==> config.mk <==
export PLATFORM = sky130hd
export DESIGN_NAME = ram_copy_ctrl
export DESIGN_NICKNAME = d
export VERILOG_FILES = /design/src/rtl/ram_copy_ctrl.sv
export SDC_FILE = /design/constraint.sdc
export NUM_CORES = 1
export LEC_CHECK = 0
export ABC_AREA = 1
export ABC_CLOCK_PERIOD_IN_PS = 1700
export CAP_MARGIN = 5
export CORE_MARGIN = 1.5
export CORE_UTILIZATION = 45
export CTS_BUF_LIST = sky130_fd_sc_hd__clkbuf_8
export DETAILED_ROUTE_END_ITERATION = 12
export PLACE_DENSITY = 0.76
export SLEW_MARGIN = 15
export SYNTH_ARGS = -nofsm -noshare
export SYNTH_HDL_FRONTEND = slang
export SYNTH_SLANG_ARGS = --single-unit
==> constraint.sdc <==
create_clock -name clk -period 1.7 [get_ports clk]
set_clock_uncertainty 0.05 [all_clocks]
set_input_delay 0.255 -clock clk [delete_from_list [all_inputs] [get_ports clk]]
set_output_delay 0.255 -clock clk [all_outputs]
set_load 0.01 [all_outputs]
==> src/rtl/ram_copy_ctrl.sv <==
// rtl/ram_copy_ctrl.sv - Access master for the 16-bit word RAM: block copy or constant fill
module ram_copy_ctrl #(
    parameter int ADDR_W = 6,
    parameter int DATA_W = 16
) (
    input  logic              clk,
    input  logic              rst,
    input  logic              start,
    input  logic              mode,
    input  logic [ADDR_W-1:0] src_addr,
    input  logic [ADDR_W-1:0] dst_addr,
    input  logic [ADDR_W:0]   len,
    input  logic [DATA_W-1:0] fill_val,
    output logic              busy,
    output logic              done,
    output logic              ram_r,
    output logic              ram_w,
    output logic [ADDR_W-1:0] ram_addr,
    output logic [DATA_W-1:0] ram_d,
    input  logic [DATA_W-1:0] ram_q
);
    typedef enum logic [1:0] {IDLE, RD, WR, FIN} state_t;

    state_t            state_q, state_d;
    logic              mode_q, mode_d;
    logic [ADDR_W-1:0] src_q, src_d;
    logic [ADDR_W-1:0] dst_q, dst_d;
    logic [ADDR_W:0]   len_q, len_d;
    logic [ADDR_W:0]   i_q, i_d;
    logic [DATA_W-1:0] fill_q, fill_d;
    logic [DATA_W-1:0] hold_q, hold_d;
    logic [ADDR_W:0]   i_inc;

    always_ff @(posedge clk) begin
        if (rst) begin
            state_q <= IDLE;
            mode_q  <= 1'b0;
            src_q   <= '0;
            dst_q   <= '0;
            len_q   <= '0;
            i_q     <= '0;
            fill_q  <= '0;
            hold_q  <= '0;
        end else begin
            state_q <= state_d;
            mode_q  <= mode_d;
            src_q   <= src_d;
            dst_q   <= dst_d;
            len_q   <= len_d;
            i_q     <= i_d;
            fill_q  <= fill_d;
            hold_q  <= hold_d;
        end
    end

    always_comb begin
        state_d = state_q;
        mode_d  = mode_q;
        src_d   = src_q;
        dst_d   = dst_q;
        len_d   = len_q;
        i_d     = i_q;
        fill_d  = fill_q;
        hold_d  = hold_q;
        i_inc   = i_q + {{ADDR_W{1'b0}}, 1'b1};
        case (state_q)
            IDLE: begin
                if (start) begin
                    mode_d = mode;
                    src_d  = src_addr;
                    dst_d  = dst_addr;
                    len_d  = len;
                    fill_d = fill_val;
                    i_d    = '0;
                    if (len == '0)  state_d = FIN;
                    else if (mode)  state_d = WR;
                    else            state_d = RD;
                end
            end
            RD: begin
                hold_d  = ram_q;
                state_d = WR;
            end
            WR: begin
                i_d = i_inc;
                if (i_inc == len_q) state_d = FIN;
                else if (mode_q)    state_d = WR;
                else                state_d = RD;
            end
            FIN:     state_d = IDLE;
            default: state_d = IDLE;
        endcase
    end

    // Outputs depend only on registered state so address/data hold steady for the whole cycle.
    always_comb begin
        busy     = (state_q != IDLE);
        done     = (state_q == FIN);
        ram_r    = (state_q == RD);
        ram_w    = (state_q == WR);
        ram_addr = '0;
        ram_d    = '0;
        if (state_q == RD) begin
            ram_addr = src_q + i_q[ADDR_W-1:0];
        end else if (state_q == WR) begin
            ram_addr = dst_q + i_q[ADDR_W-1:0];
            ram_d    = mode_q ? fill_q : hold_q;
        end
    end
endmodule

==> flow_summary_export.csv <==
group,metric,value,unit
finish,final_common_cell,"nor2_1",
sta,setup_viol,24,
critical_path,worstPathRequired,1.39,ns
sta,rsz0062_at_grt,"yes",
die,core,6490,um2
route,drcViolationCount,0,
placed_design,io_buffers,80,
logic_synthesis,synth-seq-area-share,39.7,%
die,dieArea,7350,um2
status,status,"finished with violations",
pwr,internal_power,2.93,mW
route,ant_nets,0,
job,drv_cap,0,
pwr,power,4.14,mW
logic_synthesis,synth.distinct_cells,29,
sta,tightest_slew,0.616,ns
logic_synthesis,synth_xor_area_share,1.99,%
global_routing,grt_overflow,0,
sta,slew_violations,0,
sta,whs,0.421,ns
critical_path,worstSetupPathType,"flip-flop to primary output",
sta,hold_viol,0,
sta,setup_slack,-0.527,ns
logic_synthesis,synthSimpleGateAreaFrac,27.5,%
route,dr.pass1.iters,5,
die,die_h,85.7,um
logic_synthesis,synthAdderAreaFrac,5.77,%
critical_path,cp_max_fo,3,
placed_design,dp_hpwl,6060,um
finish,nets,646,
route,vias_per_cell,5.37,
pwr,p_sw_share,29.3,%
logic_synthesis,synth_top_family_by_area,"simple AND/OR/NAND/NOR gates",
logic_synthesis,synth_mux_area_share,0,%
sta,finalCritPeriodShare,131,%
critical_path,worstPathArrival,1.92,ns
route,drt_iter0_drc,228,
clock_tree,cts_tree,"built",
die,rows,29,
route,wl_per_cell,15.1,um
sta,relSlewSlack,58.6,%
pwr,pwr-share-seq,39.8,%
die,start_util,47.4,%
pwr,p_leak,2.10,nW
critical_path,cp-end-kind,"primary output",
pwr,clockPowerShare,35.5,%
clock_tree,clockBufferDepth,2,
critical_path,critPathLaunchType,"flip-flop",
clock_tree,cts.sinks,61,
global_routing,grt_first_pass_wirelength,15800,um
global_routing,grt_pass1_vias,3472,
sta,fmax,449,MHz
clock_tree,clk_pin_slew,0.07,ns
pwr,p_switching,1.21,mW
logic_synthesis,yosysWarnings,0,
global_routing,track_usage,27.3,%
hold_path,hp-class,"flip-flop to flip-flop",
global_routing,grt_max_degree,42,
finish,n_antenna_cell,0,
logic_synthesis,synth_compound_area_share,17.4,%
logic_synthesis,synthCells,455,
finish,drive_above_1_share,27.3,%
finish,mostFrequentLayoutCells,"100 x nor2_1, 81 x nand2_1, 55 x o21ai_0, 54 x clkdlybuf4s50_1, 52 x dfxtp_1",
clock_tree,cts_root_buffer,"clkbuf_8",
clock_tree,cts_hold_buffers,0,
route,routed_wl,10000,um
clock_tree,clock_latency,0.34,ns
global_routing,grt_antenna_before_repair,0,
placed_design,place.gp.congestion,0.925,
clock_tree,h-tree-depth,3,
status,failed_checks,"setup timing",
finish,syn2layout_area_growth,58.3,%
pwr,combPwrFrac,24.7,%
pwr,irDropWorstVdd,0.540,mV
logic_synthesis,syn_avg_cell_area,6.77,um2
logic_synthesis,synth_fp_nets,523,
route,vias,3543,
logic_synthesis,ys_ff_latch,61,
sta,fin_crit,2.23,ns
die,die_w,85.7,um
die,boundaryPins,81,
pwr,p_per_area,850,nW/um2
clock_tree,cts_buffers,9,
logic_synthesis,syn_area,3080,um2
[layer usage]
metal  wire (um)  vias up  part of all wire (%)  track usage, %
li1            -     1710                     -               -
met5           0        -                     0               0
met3         675       22                   6.8            4.52
met2        4840      164                    48            45.9
met1        4280     1647                    43            34.7
met4         208        0                   2.1            11.4
[stage by stage]
step / instance area (um2) / TNS (ns) / util, % / std cells / worst slack, ns
after floorplan: 3120 / -0.0209 / - / 455 / -0.0209
after global placement: 4160 / -4.52 / 64.1 / 617 / -0.559
after detailed placement: 4160 / -4.76 / 64.1 / 617 / -0.595
after CTS: 4670 / -4.78 / 71.9 / 654 / -0.454
after global routing: 4870 / -5.01 / 75.0 / 660 / -0.598
final: 4870 / -3.76 / 75.0 / 660 / -0.527
[cells by family after synthesis]
group	count (synthesis)
xor+xnor	7
flops	61
fa+ha+maj	13
compound gates	103
simple gates	212
buf+inv	59
[sequential cells by signal, summed over array words and instances, names as in the netlist]
register	flops
fill_q	16
hold_q	16
i_q	7
len_q	7
dst_q	6
src_q	6
state_q	2
mode_q	1
[critical path: stages, from the launching register on]
cell and delay (ns):
dfxtp_4 0.37, ha_4 0.13, inv_2 0.03, fa_2 0.33, inv_2 0.08, nand2_2 0.06
nand2_2 0.07, a21oi_2 0.06, xnor2_1 0.17, nand2_1 0.10, o21ai_2 0.05, buf_2 0.13
[Yosys cell counts]
library cell / count / area (um2)
nor2_1: 104 / 390
nand2_1: 84 / 315
dfxtp_1: 61 / 1220
o21ai_0: 59 / 295
a21oi_1: 38 / 190
inv_1: 33 / 124
clkbuf_1: 16 / 60.1
nand3_1: 15 / 75.1
ha_1: 11 / 138
buf_2: 5 / 25.0
nand2_2: 4 / 25.0
xor2_1: 4 / 35.0
xnor2_1: 3 / 26.3
clkinv_1: 2 / 7.51
fa_1: 2 / 40.0
a22o_1: 1 / 8.76
a32o_1: 1 / 10.0
buf_4: 1 / 7.51
buf_6: 1 / 11.3
inv_2: 1 / 3.75
nand3_2: 1 / 10.0
nand4_1: 1 / 6.26
nor2_4: 1 / 11.3
nor4_1: 1 / 6.26
o21bai_1: 1 / 7.51
o22ai_1: 1 / 6.26
o2bb2ai_1: 1 / 8.76
o31ai_1: 1 / 7.51
or2_2: 1 / 6.26
[area by class of cell]
| class | instances | area (um2) |
|---|---|---|
| clock buffer | 10 | 138 |
| tap | 77 | 96.3 |
| inverter | 36 | 143 |
| fill | 447 | 1620 |
| multi-input combinational | 335 | 1910 |
| sequential | 61 | 1240 |
| clock inverter | 6 | 86.3 |
| timing repair buffer | 135 | 1260 |
[power by group through the flow]
stage / Combinational, mW / Sequential [mW] / Clock [mW]
after global routing: 1.12 / 1.66 / 1.53
after CTS: 0.921 / 1.64 / 1.47
after detailed placement: 0.792 / 1.67 / 0
final: 1.02 / 1.65 / 1.47
after floorplan: 0.427 / 1.65 / 0
after global placement: 0.779 / 1.67 / 0
[timing repair]
item,CTS,global route
pin swaps,10,9
buffers inserted,22,10
gates cloned,1,0
endpoints found under the setup margin,27,25
resized for setup,162,37
[final timing paths]
check,startpoint,to,slack [ns],cells after the start
setup reg to reg,state_q[1],state_q[1],-0.03,12
setup / recovery,i_q[0],ram_addr[4],-0.53,11
hold reg to reg,len_q[1],len_q[1],0.42,2
hold / removal,len_q[1],len_q[1],0.42,2
No activity file was read; power rests on OpenSTA's default activity.
